===== src/rtl/systolic_collector_if.sv =====
// Handshake bundle between the systolic array bottom row, the collector and its consumer.
interface systolic_collector_if #(
  parameter int SYSTOLIC_WIDTH = 4,
  parameter int SUM_WIDTH      = 16,
  parameter int OUT_WIDTH      = 8,
  parameter int FIFO_DEPTH     = 8
);
  logic                                in_valid;
  logic [SYSTOLIC_WIDTH*SUM_WIDTH-1:0] sum_in;
  logic                                flush;
  logic                                out_valid;
  logic                                out_ready;
  logic [SYSTOLIC_WIDTH*OUT_WIDTH-1:0] out_data;
  logic [$clog2(FIFO_DEPTH):0]         count;
  logic                                overflow;

  modport master (
    output in_valid, sum_in, flush, out_ready,
    input  out_valid, out_data, count, overflow
  );

  modport slave (
    input  in_valid, sum_in, flush, out_ready,
    output out_valid, out_data, count, overflow
  );
endinterface


===== src/rtl/systolic_collector.sv =====
// Deskews column-skewed systolic sums into row vectors, narrows each lane and queues rows in a FIFO.
// Define SYSTOLIC_COLLECT_SAT_EN to saturate lanes instead of truncating them.
module systolic_collector #(
  parameter int SYSTOLIC_WIDTH = 4,
  parameter int SUM_WIDTH      = 16,
  parameter int OUT_WIDTH      = 8,
  parameter int FIFO_DEPTH     = 8
) (
  input logic               clk,
  input logic               rst_n,
  systolic_collector_if.slave bus
);
  localparam int W  = SYSTOLIC_WIDTH;
  localparam int PW = $clog2(FIFO_DEPTH);
  localparam int CW = PW + 1;
  localparam logic [CW-1:0] FULL_COUNT = CW'(FIFO_DEPTH);

`ifdef SYSTOLIC_COLLECT_SAT_EN
  localparam logic signed [SUM_WIDTH-1:0] SAT_MAX =
    {{(SUM_WIDTH-OUT_WIDTH+1){1'b0}}, {(OUT_WIDTH-1){1'b1}}};
  localparam logic signed [SUM_WIDTH-1:0] SAT_MIN =
    {{(SUM_WIDTH-OUT_WIDTH+1){1'b1}}, {(OUT_WIDTH-1){1'b0}}};

  function automatic logic [OUT_WIDTH-1:0] narrow(input logic [SUM_WIDTH-1:0] value);
    logic signed [SUM_WIDTH-1:0] sval;
    sval = $signed(value);
    if (sval > SAT_MAX)
      return SAT_MAX[OUT_WIDTH-1:0];
    else if (sval < SAT_MIN)
      return SAT_MIN[OUT_WIDTH-1:0];
    else
      return value[OUT_WIDTH-1:0];
  endfunction
`endif

  logic [W-1:0][OUT_WIDTH-1:0] aligned;
  logic [W-2:0]                valid_pipe;
  logic                        aligned_valid;
  logic [W*OUT_WIDTH-1:0]      mem [FIFO_DEPTH];
  logic [PW-1:0]               wr_ptr;
  logic [PW-1:0]               rd_ptr;
  logic [CW-1:0]               count_q;
  logic                        overflow_q;
  logic                        has_data;
  logic                        full;
  logic                        pop;
  logic                        push;

  // Lanes are narrowed on entry so the deskew registers only carry OUT_WIDTH bits.
  for (genvar j = 0; j < W; j++) begin : g_lane
    localparam int LAG = W - 1 - j;
    logic [SUM_WIDTH-1:0] lane_sum;
    logic [OUT_WIDTH-1:0] lane_narrow;

    assign lane_sum = bus.sum_in[j*SUM_WIDTH +: SUM_WIDTH];

`ifdef SYSTOLIC_COLLECT_SAT_EN
    assign lane_narrow = narrow(lane_sum);
`else
    if (SUM_WIDTH > OUT_WIDTH) begin : g_drop
      logic unused_upper;
      assign unused_upper = ^lane_sum[SUM_WIDTH-1:OUT_WIDTH];
    end
    assign lane_narrow = lane_sum[OUT_WIDTH-1:0];
`endif

    if (LAG == 0) begin : g_pass
      assign aligned[j] = lane_narrow;
    end else begin : g_delay
      logic [OUT_WIDTH-1:0] stage [LAG];
      always_ff @(posedge clk) begin
        stage[0] <= lane_narrow;
        for (int k = 1; k < LAG; k++)
          stage[k] <= stage[k-1];
      end
      assign aligned[j] = stage[LAG-1];
    end
  end

  always_ff @(posedge clk or negedge rst_n) begin
    if (!rst_n)
      valid_pipe <= '0;
    else if (bus.flush)
      valid_pipe <= '0;
    else
      valid_pipe <= (valid_pipe << 1) | (W-1)'(bus.in_valid);
  end

  assign aligned_valid = valid_pipe[W-2];
  assign has_data      = (count_q != '0);
  assign full          = (count_q == FULL_COUNT);
  assign pop           = has_data && bus.out_ready;
  assign push          = aligned_valid && (!full || pop);

  always_ff @(posedge clk) begin
    if (push && !bus.flush)
      mem[wr_ptr] <= aligned;
  end

  // A full FIFO with a coincident pop still accepts the row; only a true overrun sets the sticky flag.
  always_ff @(posedge clk or negedge rst_n) begin
    if (!rst_n) begin
      wr_ptr     <= '0;
      rd_ptr     <= '0;
      count_q    <= '0;
      overflow_q <= 1'b0;
    end else if (bus.flush) begin
      wr_ptr     <= '0;
      rd_ptr     <= '0;
      count_q    <= '0;
      overflow_q <= 1'b0;
    end else begin
      if (push)
        wr_ptr <= wr_ptr + PW'(1);
      if (pop)
        rd_ptr <= rd_ptr + PW'(1);
      case ({push, pop})
        2'b10:   count_q <= count_q + CW'(1);
        2'b01:   count_q <= count_q - CW'(1);
        default: count_q <= count_q;
      endcase
      if (aligned_valid && full && !pop)
        overflow_q <= 1'b1;
    end
  end

  assign bus.out_valid = has_data;
  assign bus.out_data  = has_data ? mem[rd_ptr] : '0;
  assign bus.count     = count_q;
  assign bus.overflow  = overflow_q;
endmodule


===== src/flat_wrapper.sv =====
// flat-port wrapper written by rule: the top's interface ports become plain ports
module systolic_collector_flat 
#(
  parameter int SYSTOLIC_WIDTH = 4,
  parameter int SUM_WIDTH      = 16,
  parameter int OUT_WIDTH      = 8,
  parameter int FIFO_DEPTH     = 8
)
  (clk, rst_n, bus_in_valid, bus_sum_in, bus_flush, bus_out_ready, bus_out_valid, bus_out_data, bus_count, bus_overflow);
  systolic_collector_if #(.SYSTOLIC_WIDTH(SYSTOLIC_WIDTH), .SUM_WIDTH(SUM_WIDTH), .OUT_WIDTH(OUT_WIDTH), .FIFO_DEPTH(FIFO_DEPTH)) bus_i ();
  input logic clk;
  input logic rst_n;
  input wire logic [$bits(bus_i.in_valid)-1:0] bus_in_valid;
  input wire logic [$bits(bus_i.sum_in)-1:0] bus_sum_in;
  input wire logic [$bits(bus_i.flush)-1:0] bus_flush;
  input wire logic [$bits(bus_i.out_ready)-1:0] bus_out_ready;
  output wire logic [$bits(bus_i.out_valid)-1:0] bus_out_valid;
  output wire logic [$bits(bus_i.out_data)-1:0] bus_out_data;
  output wire logic [$bits(bus_i.count)-1:0] bus_count;
  output wire logic [$bits(bus_i.overflow)-1:0] bus_overflow;
  assign bus_i.in_valid = bus_in_valid;
  assign bus_i.sum_in = bus_sum_in;
  assign bus_i.flush = bus_flush;
  assign bus_i.out_ready = bus_out_ready;
  assign bus_out_valid = bus_i.out_valid;
  assign bus_out_data = bus_i.out_data;
  assign bus_count = bus_i.count;
  assign bus_overflow = bus_i.overflow;
  systolic_collector #(.SYSTOLIC_WIDTH(SYSTOLIC_WIDTH), .SUM_WIDTH(SUM_WIDTH), .OUT_WIDTH(OUT_WIDTH), .FIFO_DEPTH(FIFO_DEPTH)) u_core (.clk(clk), .rst_n(rst_n), .bus(bus_i));
endmodule

===== config.mk =====
export PLATFORM = sky130hd
export DESIGN_NAME = systolic_collector_flat
export DESIGN_NICKNAME = d
export VERILOG_FILES = /design/src/rtl/systolic_collector_if.sv /design/src/rtl/systolic_collector.sv /design/src/flat_wrapper.sv
export SDC_FILE = /design/constraint.sdc
export NUM_CORES = 1
export LEC_CHECK = 0
export CORE_MARGIN = 3
export CORE_UTILIZATION = 35
export DETAILED_ROUTE_END_ITERATION = 6
export PLACE_DENSITY_LB_ADDON = 0.15
export SYNTH_ARGS = -nofsm -noshare
export SYNTH_HDL_FRONTEND = slang
export SYNTH_SLANG_ARGS = --single-unit

===== constraint.sdc =====
create_clock -name clk -period 4.5 [get_ports clk]
set_input_delay 0.675 -clock clk [delete_from_list [all_inputs] [get_ports clk]]
set_output_delay 0.675 -clock clk [all_outputs]
set_load 0.01 [all_outputs]

---- Word level (Yosys, flattened, before mapping) ----
Memories as Yosys holds them, arrays and structs flattened.
Index checks and enable logic that the tools add are counted.
storage, ports and cells
  register bits ........................... 14
  RAM bits ................................ 304
  input port bits ......................... 69
  output and inout bits ................... 38
  word-level logic and storage cells ...... 43
  memories kept ........................... 4
operators by class
  add/subtract/negate cells ............... 4
  equal/unequal tests ..................... 3
  multiplexer cells ....................... 12
  bitwise logic cells ..................... 1
  reductions and logical operators ........ 14
memory list
  memory                          depth  bits a word  read ports  clocked after memory_dff  wr ports  RTL line                  source
  u_core.mem                      8      32           1           0                         1         systolic_collector.sv:39  logic [W*OUT_WIDTH-1:0] mem [FIFO_DEPTH];
  u_core.g_lane[0].g_delay.stage  3      8            3           0                         3         systolic_collector.sv:70  logic [OUT_WIDTH-1:0] stage [LAG];
  u_core.g_lane[1].g_delay.stage  2      8            2           0                         2         systolic_collector.sv:70
  u_core.g_lane[2].g_delay.stage  1      8            1           0                         1         systolic_collector.sv:70
operators with widths
  kind                                                                 number
  32-bit two-way mux                                                   1
  3-bit two-way mux                                                    5
  4-bit case mux with 2 select lines                                   1
  3-bit by 1-bit adder with 3-bit output (second input constant)       2
  2-bit nonzero test                                                   3
  1-bit logical AND                                                    5
  4-bit by 1-bit adder with 4-bit output (second input constant)       1
  4-bit == test (second input constant)                                1
  1-bit two-way mux                                                    4
  4-bit two-way mux                                                    1
  4-bit nonzero test                                                   1
  4-bit by 1-bit subtractor with 4-bit output (second input constant)  1
  1-bit zero test                                                      3
  3-bit by 1-bit OR with 3-bit output                                  1
  3-bit nonzero test                                                   1
  2-bit by 1-bit == test with 1-bit output (second input constant)     1
  2-bit == test (second input constant)                                1
  1-bit logical OR                                                     1

---- Logic depth before layout (Yosys ltp) ----
  word-level depth ........................ 7
  mapped depth ............................ 8

---- Worst setup path after synthesis ----
No wires, ideal clock.
  path kind ............................... input-to-reg
  from .................................... input port bus_flush
  to ...................................... memory u_core.mem[1][0] (netlist name), enable pin
  setup time .............................. 0.461 ns
  data arrival time ....................... 3.453 ns
  required time ........................... 4.039 ns
  path slack .............................. 0.586 ns
  cell stages on the path ................. 3
  path through ............................ clkbuf_1 -> or3b_1 -> nor3_1
between the ends
  cells in the longest elaborated chain, start to end .. 4
ends and longest elaborated chain
  element                                  RTL line                  source
  start: declaration                       flat_wrapper.sv:15        input wire logic [$bits(bus_i.flush)-1:0] bus_flush;
  1-bit zero test                          systolic_collector.sv:96  if (push && !bus.flush)
  1-bit logical AND                        systolic_collector.sv:96
  1-bit two-way mux                        systolic_collector.sv:96
  1-bit two-way mux (implied by the code)  systolic_collector.sv:97  mem[wr_ptr] <= aligned;
  end: declaration                         systolic_collector.sv:39
No other way between the ends.

---- Worst setup path after layout ----
  from .................................... register u_core.rd_ptr[0]
  to ...................................... output port bus_out_data[2]
between the ends
  cells in the longest elaborated chain, start to end .. 2
ends and longest elaborated chain
  element                   RTL line                   source
  start: declaration        systolic_collector.sv:41   logic [PW-1:0] rd_ptr;
  start signal: assignment  systolic_collector.sv:116  rd_ptr <= rd_ptr + PW'(1);
  memory 8 x 32 bit         --
  32-bit two-way mux        systolic_collector.sv:128  assign bus.out_data = has_data ? mem[rd_ptr] : '0;
  end: declaration          flat_wrapper.sv:18         output wire logic [$bits(bus_i.out_data)-1:0] bus_out_data;
No other way between the ends.

==> summary.txt <==
Avg Synthesized Cell Area -> 21.2 µm²
number of different library cells in the post-synthesis netlist -> 36
count of fill cells added during filler insertion -> 2754
category of the critical setup timing path -> reg2out
Crit-path slowest cell -> dfrtp_4
Total Wirelength -> 22.5 mm
clock tree skew after final layout -> 0.0179 ns
initial core utilization -> 35.9%
vias in the first global route -> 5744
Nets -> 715
share of total power in combinational logic -> 20.4%
Worst Tran Pin Value -> 0.894 ns
total core area -> 32000 µm²
final HPWL from detailed placement -> 12.2 mm
area added between synthesis and finish -> 21.6%
result of the run -> complete, no violations
via density per instance -> 4.78
RSZ-0062 raised after global routing -> false
final count of hold timing violations -> 0
placer's final routability congestion estimate -> 0.677
delay-heaviest family, CP -> flip-flops
Pleak -> 4.44 nW
Final Max Slew Viols -> 0
antenna viol nets, final -> 0
library cell with the highest instance count after synthesis -> edfxtp_1
die area -> 35000 µm²
placement row count -> 65
peak supply drop -> 0.224 mV
period utilization -> 81.9%
critical path cell sequence -> buf_12 -> mux4_2 -> mux2i_1 -> nor2_1 -> clkdlybuf4s50_1
number of optimization iterations in the first detailed-route pass -> 5
clk sinks -> 318
DRC violation count after routing -> 0
normalized max-slew margin -> 40.4%
final core utilization -> 43.7%
type of destination of the critical path -> output pin
class of the worst hold path -> reg2reg
Clock H-tree levels -> 2
warnings from Yosys -> 0
relative contribution of the clock network to total power -> 35.1%
Chip Height -> 187 µm
total number of vias -> 5273
count of maximum capacitance violations -> 0
final count of negative-setup-slack endpoints -> 0
Clk Latency, worst-skew pair -> 0.50 ns
category of the worst setup path launch point -> register
number of setup buffers added after CTS -> 0
maximum single-stage delay on the critical path -> 0.88 ns
combined buffer and inverter count along the critical path -> 2
diode count -> 0
most instantiated flip-flop cell in the synthesis netlist -> edfxtp_1
cell area after layout -> 14000 µm²
total I/O pin count -> 107
share of async-settable or async-resettable flops after synthesis -> 4.40%
cell area after technology mapping -> 11500 µm²
Hold WS -> 0.321 ns
proportion of netlist area held by the largest area contributor -> 66.9%
Synthesized Nets -> 614
maximum buffer depth of the clock tree -> 3
clock-pin slew on the worst setup and hold paths -> 0.06 ns
number of flops mapped to enable cells by yosys -> 256
master cell of the clock root buffer -> clkbuf_16
number of hold-repair buffers added at the cts stage -> 0
crit path DAT -> 3.01 ns
biggest area contributors in the synthesized netlist -> edfxtp_1, mux4_2, dfxtp_1
Initial DRC Count -> 260
maximum number of pins on one net before global-route repair -> 56
Sw Ratio -> 25.1%
switching power -> 1.92 mW
most frequent cells after synthesis -> edfxtp_1, mux4_2, dfxtp_1, nor2_1, mux2i_1
data required time of the critical path -> 3.83 ns
CTS tree -> done
number of instances in the synthesized netlist -> 541
Port Buffer Count -> 74
number of buffers created by CTS -> 34
most area-hungry cell type in the Yosys netlist -> edfxtp_1
area of placed instances -> 12900 µm²
P_int -> 5.73 mW
share of final-layout standard cells stronger than drive strength 1 -> 22.5%
CP max FO -> 33
Seq cells post-synth -> 318
global-route usage over all layers -> 13.1%
number of gates given a new drive strength after cts -> 0
initial antenna violation count -> 0
width of the die -> 187 µm
global-route wire length before repair -> 34.9 mm
Setup TNS Final -> 0 ns
proportion of synthesized chip area in sequential cells -> 78.4%
total power divided by cell area -> 548 nW/µm²
fmax -> 271 MHz
total overflow reported by the global router -> 0
final critical delay including setup and external delays -> 3.68 ns
sequential share of power -> 44.5%
routed wire length per instance -> 20.4 µm
==> cells in the final DEF (no fill, tap or decap), types with 6 or more instances in the layout <==
cell,n
clkdlybuf4s50_1,74
nor2_1,42
dfrtp_1,11
mux4_2,64
clkinv_2,9
dfxtp_1,48
mux2i_1,34
edfxtp_1,256
xor2_1,6
nor2b_1,6
clkbuf_16,35
buf_4,16
==> routing by layer <==
layer / global-route usage [%] / part of all wire (%)
met3: 2.55 / 4.3
met1: 17.1 / 43
met4: 3.58 / 2.1
met5: 0 / 0
met2: 22.5 / 51
==> path summary, 6_finish.rpt <==
check / startpoint / slack [ns] / endpoint / cells after the start
setup / recovery: u_core.rd_ptr[0] / 0.82 / bus_out_data[2] / 5
setup reg to reg: u_core.bus.count[0] / 1.87 / u_core.mem[3][12] / 4
min in group asynchronous: rst_n / 0.58 / u_core.valid_pipe[1] / 1
max in group asynchronous: rst_n / 3.43 / u_core.rd_ptr[0] / 1
hold / removal: u_core.g_lane[0].g_delay.stage[0][5] / 0.32 / u_core.g_lane[0].g_delay.stage[0][13] / 0
hold reg to reg: u_core.g_lane[0].g_delay.stage[0][5] / 0.32 / u_core.g_lane[0].g_delay.stage[0][13] / 0
==> area by class of cell <==
cell class | count | area, µm² | share of cell area, %
clock inverters | 19 | 170 | 1.22
multi-input cells | 193 | 2410 | 17.2
flip-flops and latches | 318 | 9010 | 64.5
inverters | 3 | 11.3 | 0.0807
repair buffers | 92 | 901 | 6.45
well taps | 435 | 544 | 3.90
clock buffers | 42 | 922 | 6.60
==> power groups by stage <==
| stage | clock network (mW) | logic, mW | registers [mW] |
|---|---|---|---|
| 4_1_cts | 2.78 | 1.61 | 3.42 |
| 3_3_place_gp | 0 | 1.60 | 3.47 |
| 6_report | 2.69 | 1.56 | 3.40 |
| 3_5_place_dp | 0 | 1.60 | 3.48 |
| 5_1_grt | 2.90 | 1.70 | 3.43 |
| 2_1_floorplan | 0 | 0.995 | 3.32 |
==> cells by family after synthesis <==
group,count (synthesis),synth area share (%)
buf+inv,30,1.20
xor+xnor,6,0.458
fa+ha+maj,4,0.436
simple gates,70,2.91
flops,318,78.4
compound gates,14,1.02
mux,99,15.6
==> state kept, by name, indices dropped and copies added, names as in the netlist <==
register,count
u_core.rd_ptr,3
u_core.bus.overflow,1
u_core.mem,256
u_core.g_lane.g_delay.stage,48
u_core.valid_pipe,3
u_core.wr_ptr,3
u_core.bus.count,4
==> through the flow <==
step | setup WS, ns | power, mW | instances
after floorplan | 0.586 | 4.32 | 541
after global placement | 1.14 | 5.07 | 1041
after detailed placement | 1.14 | 5.08 | 1041
after CTS | 0.684 | 7.81 | 1102
after global routing | 0.595 | 8.04 | 1102
final | 0.815 | 7.65 | 1102
(Power assumes the default switching activity.)
==> RTL change: new RTL, same settings <==
The option `SYSTOLIC_COLLECT_SAT_EN` is turned on by a define.
--- a/src/rtl/systolic_collector.sv
+++ b/src/rtl/systolic_collector.sv
@@ -1,5 +1,7 @@
 // Deskews column-skewed systolic sums into row vectors, narrows each lane and queues rows in a FIFO.
 // Define SYSTOLIC_COLLECT_SAT_EN to saturate lanes instead of truncating them.
+`define SYSTOLIC_COLLECT_SAT_EN
+
 module systolic_collector #(
   parameter int SYSTOLIC_WIDTH = 4,
   parameter int SUM_WIDTH      = 16,
Formal check against the unedited RTL: not equivalent (a bounded check fails within 10 cycles, from zero or initial values and one cycle with rst_n low).
==> RTL change against the original RTL <==
Sequential cell count unchanged; global-route usage is 0.66 points higher; synthesized area rose by 4.3%; routed wire length rose by 9.0%; first-iteration DRC count grew 25%; cell area increased by 6.4%; non-clock buffer count is 31 higher; core utilization increased by 0.52 points; maximum frequency up 0.18%; worst setup slack better by 0.0065 ns; via count increased by 16%; critical endpoint is now bus_out_data[19]; highest routed layer unchanged.
Power is not compared: it rests on default switching activity, and its combinational part moved more than twofold at a synthesized area within 25%.
==> RTL change: results (changes against the original RTL) <==
.. list-table::
   :header-rows: 1

   * - Metric
     - Value
   * - Leading cell types by count after synthesis
     - edfxtp_1 (256), nor2_1 (75), mux4_2 (64)
   * - Layout cell share with drive strength beyond 1
     - 0.189 (-0.0364)
   * - Synth Warn #
     - 0 (unchanged)
   * - Fraction of synthesized cell area in xor and xnor cells
     - 0.00512 (+0.000543)
   * - Hold Crit Start
     - u_core.g_lane[0].g_delay.stage[0][15]
   * - Worst setup path endpoint
     - bus_out_data[19]
   * - Sequential share of the synthesized area
     - 0.751 (-0.0323)
   * - Total CTS buffers
     - 34 (unchanged)
   * - Path depth of the worst reg2reg path
     - 5 (+1)
   * - Wire length of the first global-routing pass
     - 38200 um (+9.3%)
   * - Post-DR vias/cell
     - 4.92 (+2.7%)
   * - Worst setup slack after placement
     - 1.23 ns (+0.0880 ns)
   * - Run status
     - completed
   * - Arrival time of the worst setup path
     - 3.00 ns (about the same)
   * - Number of nets in the final layout
     - 849 (+19%)
   * - Post-Route Skew
     - 0.0161 ns (-0.00171 ns)
   * - Reg2reg setup slack
     - 1.92 ns (+0.05 ns)
   * - Depth of the worst hold-timing path
     - 0 (unchanged)
   * - Largest net degree at the start of global routing
     - 33 (-41%)
   * - Hold WS
     - 0.324 ns (+0.00349 ns)
   * - Slew @ Worst Pin
     - 0.755 ns (-0.139 ns)
   * - GRT Overall Usage
     - 0.138 (+0.00665)
   * - Via count of the first global-routing pass
     - 6576 (+14%)
   * - Hold path endpoint
     - u_core.g_lane[0].g_delay.stage[0][23]
   * - Largest cells by area after synthesis
     - edfxtp_1 (64%), mux4_2 (12%), dfxtp_1 (8.0%)
   * - Violation count after the first detailed-route iteration
     - 324 (+25%)
   * - M2 GR Usage
     - 0.235 (+0.00978)
   * - Drt pass-1 iters
     - 4 (-1)
   * - FF-to-FF End
     - u_core.mem[4][6]
   * - Post-synthesis mux area share
     - 0.150 (-0.00643)
   * - Detail Route Antenna Nets
     - 0 (unchanged)
   * - Met3 demand-to-capacity share in global routing
     - 0.0257 (+0.000187)
   * - Worst-case clock buffer depth
     - 3 (unchanged)
   * - Met1 track demand over resource
     - 0.183 (+0.0122)
   * - Post-synth net total
     - 723 (+18%)
   * - Compound-gate portion of the synthesized area
     - 0.0241 (+0.0139)
   * - Maximum fanout along the worst path
     - 26 (-21%)
   * - Routed length per placed instance
     - 19.6 um (-3.8%)
   * - Adder-cell share of the synthesized area
     - 0.00418 (-0.000179)
   * - Number of enable flip-flop cells after synthesis
     - 256 (unchanged)
   * - Number of library cell types mapped by synthesis
     - 42 (+17%)
## RTL change: changes by cell type after synthesis, sizes merged, moves of 3 or more
| cell | before | now |
|---|---|---|
| nor2 | 46 | 76 |
| nand2 | 2 | 29 |
| a21oi | 3 | 27 |
| nand4 | 0 | 8 |
| nor4 | 1 | 8 |
| o21a | 0 | 6 |
| xnor2 | 0 | 4 |
| buf | 16 | 19 |
| clkbuf | 11 | 14 |
| xor2 | 6 | 3 |
## RTL change: report_power, final
group	total, mW	internal [mW]	switching [mW]
sequential	3.26	3.21	0.0470
combinational	0.339	0.191	0.148
clock	2.82	1.76	1.06
## RTL change: area by class of cell
class                   count  area (um2)
fillers                  2890       18800
flip-flops and latches    318        9000
multi-input cells         296        2880
repair buffers            123        1250
clock buffers              49         988
well taps                 448         561
clock inverters            12         166
inverters                   3        11.3
## RTL change: worst max-delay path, stage by stage, from the launching register on
cell and delay, ns:
dfrtp_4 0.79, buf_4 0.43, mux4_2 0.55, mux2i_1 0.18, nor2_1 0.07, clkdlybuf4s50_1 0.49
## RTL change: routing by layer
| metal | vias to the layer above | wire length [um] |
|---|---|---|
| li1 | 2803 | - |
| met1 | 3153 | 10700 |
| met2 | 141 | 12300 |
| met3 | 43 | 1010 |
| met4 | 0 | 450 |
| met5 | - | 0 |
## RTL change: through the flow
step / cell area, um2 / util / instances
3_5_place_dp: 13700 / 0.408 / 1188
6_report: 14900 / 0.442 / 1249
5_1_grt: 14900 / 0.442 / 1249
4_1_cts: 14900 / 0.442 / 1249
2_1_floorplan: 12000 / - / 650
3_3_place_gp: 13700 / 0.408 / 1188
